$ cat src/rtl/down_counter_pkg.sv
// down_counter_pkg
//   Shared definitions for the down_counter block:
//     state_t        - controller states (IDLE, RUN, DONE)
//     DEFAULT_WIDTH  - default bit width of the count and load value
package down_counter_pkg;

  localparam int DEFAULT_WIDTH = 4;

  typedef enum logic [1:0] {
    IDLE = 2'd0,
    RUN  = 2'd1,
    DONE = 2'd2
  } state_t;

endpackage : down_counter_pkg

$ cat src/rtl/down_counter.sv
// down_counter
//   Loadable down counter with a terminal-count pulse and a one-shot or
//   periodic (auto-reload) mode.
//
// Ports
//   clk          in   single clock; all state changes on its rising edge
//   reset        in   synchronous active-high reset
//   x            in   count enable (1 = decrement, 0 = hold)
//   load         in   load strobe; samples load_val
//   load_val     in   [WIDTH] start / reload value
//   auto_reload  in   1 = periodic, 0 = one-shot; sampled at terminal count
//   counter      out  [WIDTH] registered current count
//   tc           out  registered one-cycle terminal-count pulse
//   busy         out  registered; 1 while the controller is in RUN
module down_counter
  import down_counter_pkg::*;
#(
  parameter int WIDTH = DEFAULT_WIDTH
) (
  input  logic             clk,
  input  logic             reset,
  input  logic             x,
  input  logic             load,
  input  logic [WIDTH-1:0] load_val,
  input  logic             auto_reload,
  output logic [WIDTH-1:0] counter,
  output logic             tc,
  output logic             busy
);

  localparam logic [WIDTH-1:0] ONE = {{(WIDTH-1){1'b0}}, 1'b1};

  state_t           state_reg,   state_next;
  logic [WIDTH-1:0] counter_reg, counter_next;
  logic [WIDTH-1:0] reload_reg,  reload_next;
  logic             tc_reg,      tc_next;
  logic             busy_reg,    busy_next;

  // State and datapath registers. Reset wins over everything.
  always_ff @(posedge clk) begin
    if (reset) begin
      state_reg   <= IDLE;
      counter_reg <= '0;
      reload_reg  <= '0;
      tc_reg      <= 1'b0;
      busy_reg    <= 1'b0;
    end else begin
      state_reg   <= state_next;
      counter_reg <= counter_next;
      reload_reg  <= reload_next;
      tc_reg      <= tc_next;
      busy_reg    <= busy_next;
    end
  end

  // Next-state and datapath logic.
  always_comb begin
    state_next   = state_reg;
    counter_next = counter_reg;
    reload_next  = reload_reg;
    tc_next      = 1'b0;

    if (load) begin
      // A load beats decrement and swallows a coincident terminal count.
      reload_next  = load_val;
      counter_next = load_val;
      state_next   = (load_val != '0) ? RUN : IDLE;
    end else begin
      case (state_reg)
        RUN: begin
          if (x) begin
            if (counter_reg > ONE) begin
              counter_next = counter_reg - ONE;
            end else if (counter_reg == ONE) begin
              tc_next = 1'b1;
              if (auto_reload) begin
                // Reload value is never 0 here: a zero load lands in IDLE.
                counter_next = reload_reg;
                state_next   = RUN;
              end else begin
                counter_next = '0;
                state_next   = DONE;
              end
            end
            // counter_reg == 0 cannot occur in RUN; hold rather than wrap.
          end
        end
        IDLE, DONE: begin
          // Hold; x is ignored until the next load.
        end
        default: begin
          state_next   = IDLE;
          counter_next = '0;
        end
      endcase
    end

    // busy is a flop fed from the next state so it tracks RUN exactly.
    busy_next = (state_next == RUN);
  end

  assign counter = counter_reg;
  assign tc      = tc_reg;
  assign busy    = busy_reg;

endmodule : down_counter

$ cat config.mk
export PLATFORM = sky130hd
export DESIGN_NAME = down_counter
export DESIGN_NICKNAME = d
export VERILOG_FILES = /design/src/rtl/down_counter_pkg.sv /design/src/rtl/down_counter.sv
export SDC_FILE = /design/constraint.sdc
export NUM_CORES = 1
export LEC_CHECK = 0
export CORE_AREA = 2 2 39 41
export CTS_BUF_LIST = sky130_fd_sc_hd__clkbuf_4
export DETAILED_ROUTE_END_ITERATION = 10
export DIE_AREA = 0 0 41 43
export GPL_TIMING_DRIVEN = 0
export HOLD_SLACK_MARGIN = 0.08
export PLACE_DENSITY = 0.77
export SYNTH_ARGS = -nofsm -noshare
export SYNTH_HDL_FRONTEND = slang
export SYNTH_SLANG_ARGS = --single-unit
$ cat constraint.sdc
create_clock -name clk -period 3.7 [get_ports clk]
set_input_delay 0.74 -clock clk [delete_from_list [all_inputs] [get_ports clk]]
set_output_delay 0.74 -clock clk [all_outputs]
set_load 0.01 [all_outputs]
==> results of run 1 <==
logic make-up (layout without fill, tap and decap cells):
| logic type | Yosys count | after routing | synth area share [%] |
|---|---|---|---|
| AND/OR/NAND/NOR | 27 | 27 | 25.8 |
| multiplexers | 6 | 6 | 8.92 |
| flip-flops | 12 | 12 | 35.7 |
| adder cells (fa/ha/maj) | 2 | 2 | 3.72 |
| AO/OA/AOI/OAI | 16 | 16 | 20.4 |
| buffers and inverters | 7 | 24 | 5.39 |
power by group through the flow:
stage	Combinational [mW]	Clock, mW	Sequential, mW
after floorplan	0.0377	0	0.147
after detailed placement	0.0637	0	0.146
after CTS	0.0640	0.0812	0.143
after global routing	0.0694	0.0871	0.144
after global placement	0.0623	0	0.146
final	0.0633	0.0786	0.143
layout make-up:
| type | instances | area, um^2 |
|---|---|---|
| inverters | 4 | 15.0 |
| fillers | 122 | 528 |
| well taps | 16 | 20.0 |
| plain buffers | 3 | 21.3 |
| repair buffers | 14 | 140 |
| multi-input cells | 51 | 397 |
| flip-flops and latches | 12 | 240 |
| clock buffers | 3 | 22.5 |
layout by cell type (no fill, tap or decap), types with 2 or more instances in the layout:
master	count
a21oi_1	5
a221o_1	4
and2_1	3
and2b_2	3
buf_2	2
clkbuf_4	3
clkdlybuf4s50_1	14
dfxtp_1	12
ha_1	2
inv_1	4
mux2i_1	6
nand2_1	6
nor2_1	5
nor4_1	2
how the worst min path moves through the flow:
stage,startpoint,end,slack (ns),depth (start not counted)
3_3_place_gp,reload_reg[2],reload_reg[2],0.48,2
3_5_place_dp,reload_reg[0],reload_reg[0],0.49,2
4_1_cts,reload_reg[2],reload_reg[2],0.51,2
2_1_floorplan,reload_reg[0],reload_reg[0],0.46,2
5_1_grt,reload_reg[1],reload_reg[1],0.54,2
6_report,reload_reg[2],reload_reg[2],0.50,2
metrics by stage:
| step | utilization, % | instances | power (mW) | worst slack [ns] |
|---|---|---|---|---|
| final | 61.8 | 103 | 0.285 | 1.56 |
| after global routing | 61.8 | 103 | 0.301 | 1.48 |
| after floorplan | - | 70 | 0.184 | 1.93 |
| after CTS | 61.8 | 103 | 0.288 | 1.56 |
| after global placement | 60.2 | 100 | 0.208 | 1.44 |
| after detailed placement | 60.2 | 100 | 0.210 | 1.45 |
per-layer routing:
| layer | track usage (%) | share of wire, % | vias to the layer above |
|---|---|---|---|
| met5 | 0 | 0 | - |
| met1 | 24.0 | 49 | 265 |
| li1 | - | - | 292 |
| met4 | 8.00 | 0 | 0 |
| met3 | 3.14 | 2.6 | 0 |
| met2 | 25.6 | 48 | 9 |
==> out/qor.yml, run 1 <==
drv_slew: 0
synth_top_area_cell: "dfxtp_1"
r2r-start: "counter[0]"
antenna_left: 0
dp_hpwl_um: 1040
synth-edff-count: 0
antenna_found_initial: 0
fin_crit_ns: 2.14
cts_tree: "done"
h-tree-depth: 1
fin_crit_sh_pct: 57.8
regToRegEndpoint: "counter[3]"
synthArstFlopShare_pct: 0
viasPerCell: 5.50
crit_arrival_ns: 1.40
areaGrowthSynthToFinish_pct: 27.1
grt_overflow: 0
io_buffers: 14
fmax_mhz: 467
cp-endpoint: "counter[2]"
power.leakage_nw: 0.340
worst_pin_slew_ns: 0.511
rows: 14
r2r_cells: 6
wl_um: 1320
tns_ns: 0
cts_hold_buf: 0
worstSetupEndpointType: "primary output"
post-synth-top-count-cell: "dfxtp_1"
fin_nets: 100
pwr-share-comb_pct: 22.2
p_int_mw: 0.209
ir_worst_vdd_mv: 0.196
synth_top_area_share_pct: 35.7
clock-root-buffer: "clkbuf_4"
synth.net_count: 81
rrSetupSlack_ns: 1.93
cts_buffers: 3
max-slew-margin-rel_pct: 65.9
diodes: 0
netlist_area_um2: 673
critPathSlowestCell: "clkdlybuf4s50_1"
start_util_pct: 48.6
drive_gt1_share_pct: 16.1
fin_hold_ws_ns: 0.502
path_clk_slew_ns: 0.07
skew_ns: 0.000348
clkPwrFrac_pct: 27.6
hold_path_class: "flop to flop"
clock_sinks: 12
netlist_instances: 70
die_w_um: 41
syn_avg_cell_area_um2: 9.62
core_area_um2: 1380
hold_viol: 0
p_per_area_nw_per_um2: 333
synthTopCellsByCount: "dfxtp_1, mux2i_1, nand2_1, a21oi_1, nor2_1"
worstPathCellList: "clkdlybuf4s50_1"
synth_cell_types: 28
seq_area_frac_synth_pct: 35.7
synth_flop_cell: "dfxtp_1"
yosys-top-cells-area: "dfxtp_1, mux2i_1, a221o_1"
post_cts_resized: 0
critPathLaunch: "counter[2]"
grt_pass1_vias: 532
die_y_um: 43
cp.depth: 1
status: "finished clean"
clk_path_buf_depth: 2
slowest_delay_ns: 0.61
worstPathMaxFanout: 9
drt_pre_antenna_iters: 4
start_kind: "flop"
route.detailed.drc: 0
gp_congestion: 0.742
grt_pass1_wl_um: 2160
die-area_um2: 1760
critPathKind: "flop to primary output"
critPathRequiredTime_ns: 2.96
yosys_warnings: 0
postLayoutCellArea_um2: 856
crit_family: "buffers and inverters"
detail_route.iter0.violations: 12
placed_cell_area_um2: 833
cts_setup_buffers: 0
seqPwrFrac_pct: 50.3
setup_viol: 0
drv_cap: 0
num_vias: 566
wl_per_cell_um: 12.8
grt_max_degree: 11
rsz0062_at_grt: "no"
ys_seq_elements: 12
pin_count: 15
switching_share_pct: 26.8
critPathBufInv: 1
grt_usage_pct: 17.5
worst_skew_pair.late_latency_ns: 0.27
p_sw_mw: 0.0765
Power figures use the tool's default switching activity.
==> run 2: changes to the inputs <==
--- a/config.mk
+++ b/config.mk
@@ -5,13 +5,12 @@
 export SDC_FILE = /design/constraint.sdc
 export NUM_CORES = 1
 export LEC_CHECK = 0
-export CORE_AREA = 2 2 39 41
+export CORE_UTILIZATION = 45
 export CTS_BUF_LIST = sky130_fd_sc_hd__clkbuf_4
 export DETAILED_ROUTE_END_ITERATION = 10
-export DIE_AREA = 0 0 41 43
 export GPL_TIMING_DRIVEN = 0
 export HOLD_SLACK_MARGIN = 0.08
-export PLACE_DENSITY = 0.77
+export PLACE_DENSITY = 0.72
 export SYNTH_ARGS = -nofsm -noshare
 export SYNTH_HDL_FRONTEND = slang
 export SYNTH_SLANG_ARGS = --single-unit
==> constraint.sdc (replaced) <==
create_clock -name clk -period 1.85 [get_ports clk]
set_input_delay 0.37 -clock clk [delete_from_list [all_inputs] [get_ports clk]]
set_output_delay 0.37 -clock clk [all_outputs]
set_load 0.01 [all_outputs]
==> run 2 against run 1 <==
Hold slack better by 0.0079 ns. Non-clock buffer count stayed put. Sequential share of layout area is 0.15 points higher. Combinational power is 100% higher. Utilization is 1.5 points higher. Via count is 3.2% higher. First-iteration DRC count is 42% lower. Critical path type unchanged. Critical endpoint unchanged. Largest power group unchanged. Highest routed layer is now met4.
==> out/qor.yml, run 2 (synthesized netlist as in run 1, its figures left out) <==
status: "finished clean"
gp_congestion: 0.678  # -8.7%
h-tree-depth: 1  # unchanged
start_util_pct: 49.9  # +1.2 points
clk_path_buf_depth: 2  # unchanged
clock_sinks: 12  # unchanged
multi_input_area_um2: 397  # unchanged
fin_crit_ns: 1.77
antenna_found_initial: 0  # unchanged
pin_count: 15  # unchanged
power_mw: 0.574  # +100%
slowest_delay_ns: 0.60  # about the same
drive_gt1_share_pct: 17.2  # +1.1 points
layoutNonFillerInstCount: 102  # -0.97%
wl_per_cell_um: 13.5  # +5.2%
detail_route.iter0.violations: 7  # -5
postLayoutCoreUtil_pct: 63.4  # +1.5 points
drv_cap: 0  # unchanged
post-place-cells: 99  # -1.0%
rows: 13  # -1
setup_viol: 0  # unchanged
viasPerCell: 5.73  # +4.2%
grt_usage_pct: 21.6  # +4.1 points
grt_overflow: 0  # unchanged
io_buffers: 14  # unchanged
final_cell_mix: "clkdlybuf4s50_1, dfxtp_1, nand2_1, mux2i_1"
grt_max_degree: 11  # unchanged
antenna_left: 0  # unchanged
worst_skew_pair.late_latency_ns: 0.27  # about the same
critPathRequiredTime_ns: 1.48  # -1.48 ns
ir_worst_vdd_mv: 0.433  # +120%
hold_path_class: "flop to flop"
cts_setup_buffers: 0  # unchanged
grt_pass1_wl_um: 2230  # +3.2%
critPathKind: "flop to primary output"
worstSetupEndpointType: "primary output"
fin_crit_sh_pct: 95.5
wl_um: 1380  # +4.2%
cts_buffers: 3  # unchanged
skew_ns: 0.00302  # +0.00267 ns
cts_hold_buf: 0  # unchanged
grt_pass1_vias: 500  # -6.0%
diodes: 0  # unchanged
layout_commonest_cell: "clkdlybuf4s50_1"
rsz0062_at_grt: "no"
critPathBufInv: 1  # unchanged
crit_family: "buffers and inverters"
worst_pin_slew_ns: 0.500  # -0.0105 ns
die_y_um: 40.7  # -5.4%
fin_nets: 100  # unchanged
drv_slew: 0  # unchanged
worstHoldPathCells: 2  # unchanged
core_area_um2: 1350  # -2.4%
drt_pre_antenna_iters: 4  # unchanged
start_kind: "flop"
areaGrowthSynthToFinish_pct: 27.1  # unchanged
worstPathMaxFanout: 9  # unchanged
cts_tree: "done"
p_per_area_nw_per_um2: 670  # +100%
post_cts_resized: 0  # unchanged
n_fill_cell: 117  # -4.1%
r2r_cells: 6  # unchanged
max-slew-margin-rel_pct: 66.6  # +0.70 points
cp.depth: 1  # unchanged
worstPathCellList: "clkdlybuf4s50_1"
critPathSlowestCell: "clkdlybuf4s50_1"
tns_ns: 0  # unchanged
hold_viol: 0  # unchanged
dp_hpwl_um: 1060  # +2.8%
clock-root-buffer: "clkbuf_4"
path_clk_slew_ns: 0.07  # about the same
crit_arrival_ns: 1.40  # about the same
regArea_um2: 241  # +0.52%
route.detailed.drc: 0  # unchanged
die-area_um2: 1650  # -6.2%
power.leakage_nw: 0.341  # +0.10%
die_w_um: 40.7  # -0.79%
num_vias: 584  # +3.2%
fmax_mhz: 566
run 2: cell types whose count changed in the layout (fill, tap and decap cells not counted):
cell     change
dfxtp_1      -1
dfxtp_2      +1
run 2: stage by stage:
stage               hold WS (ns)  worst slack, ns  area [um^2]
floorplan                  0.460            0.153          673
global placement           0.482          -0.0281          832
detailed placement         0.488          -0.0601          832
CTS                        0.508           0.0581          855
global route               0.528           0.0245          856
finish                     0.510           0.0828          856
run 2: layer usage:
| metal | vias to the layer above | share of wire, % | global-route usage, % |
|---|---|---|---|
| met1 | 274 | 47 | 27.6 |
| met5 | - | 0 | 0 |
| met4 | 0 | 2.8 | 15.0 |
| met3 | 5 | 2.9 | 4.89 |
| met2 | 13 | 48 | 31.7 |
| li1 | 292 | - | - |
run 2: worst paths after layout:
kind            startpoint            end  slack (ns)
max             counter[2]     counter[2]        0.08
min          reload_reg[2]  reload_reg[2]        0.51
max reg2reg     counter[1]     counter[3]        0.09
min reg2reg  reload_reg[2]  reload_reg[2]        0.51
run 2: power by group:
group / total (mW) / switching (mW) / internal (mW)
logic: 0.127 / 0.0575 / 0.0697
registers: 0.288 / 0.0152 / 0.273
clock network: 0.159 / 0.0832 / 0.0754
total: 0.574 / 0.156 / 0.418
run 2: layout make-up:
type	count	area share, %
Timing Repair Buffer	14	16.4
Sequential cell	12	28.2
Tap cell	15	2.19
Buffer	3	2.49
Multi-Input combinational cell	51	46.3
Clock buffer	3	2.63
Inverter	4	1.75
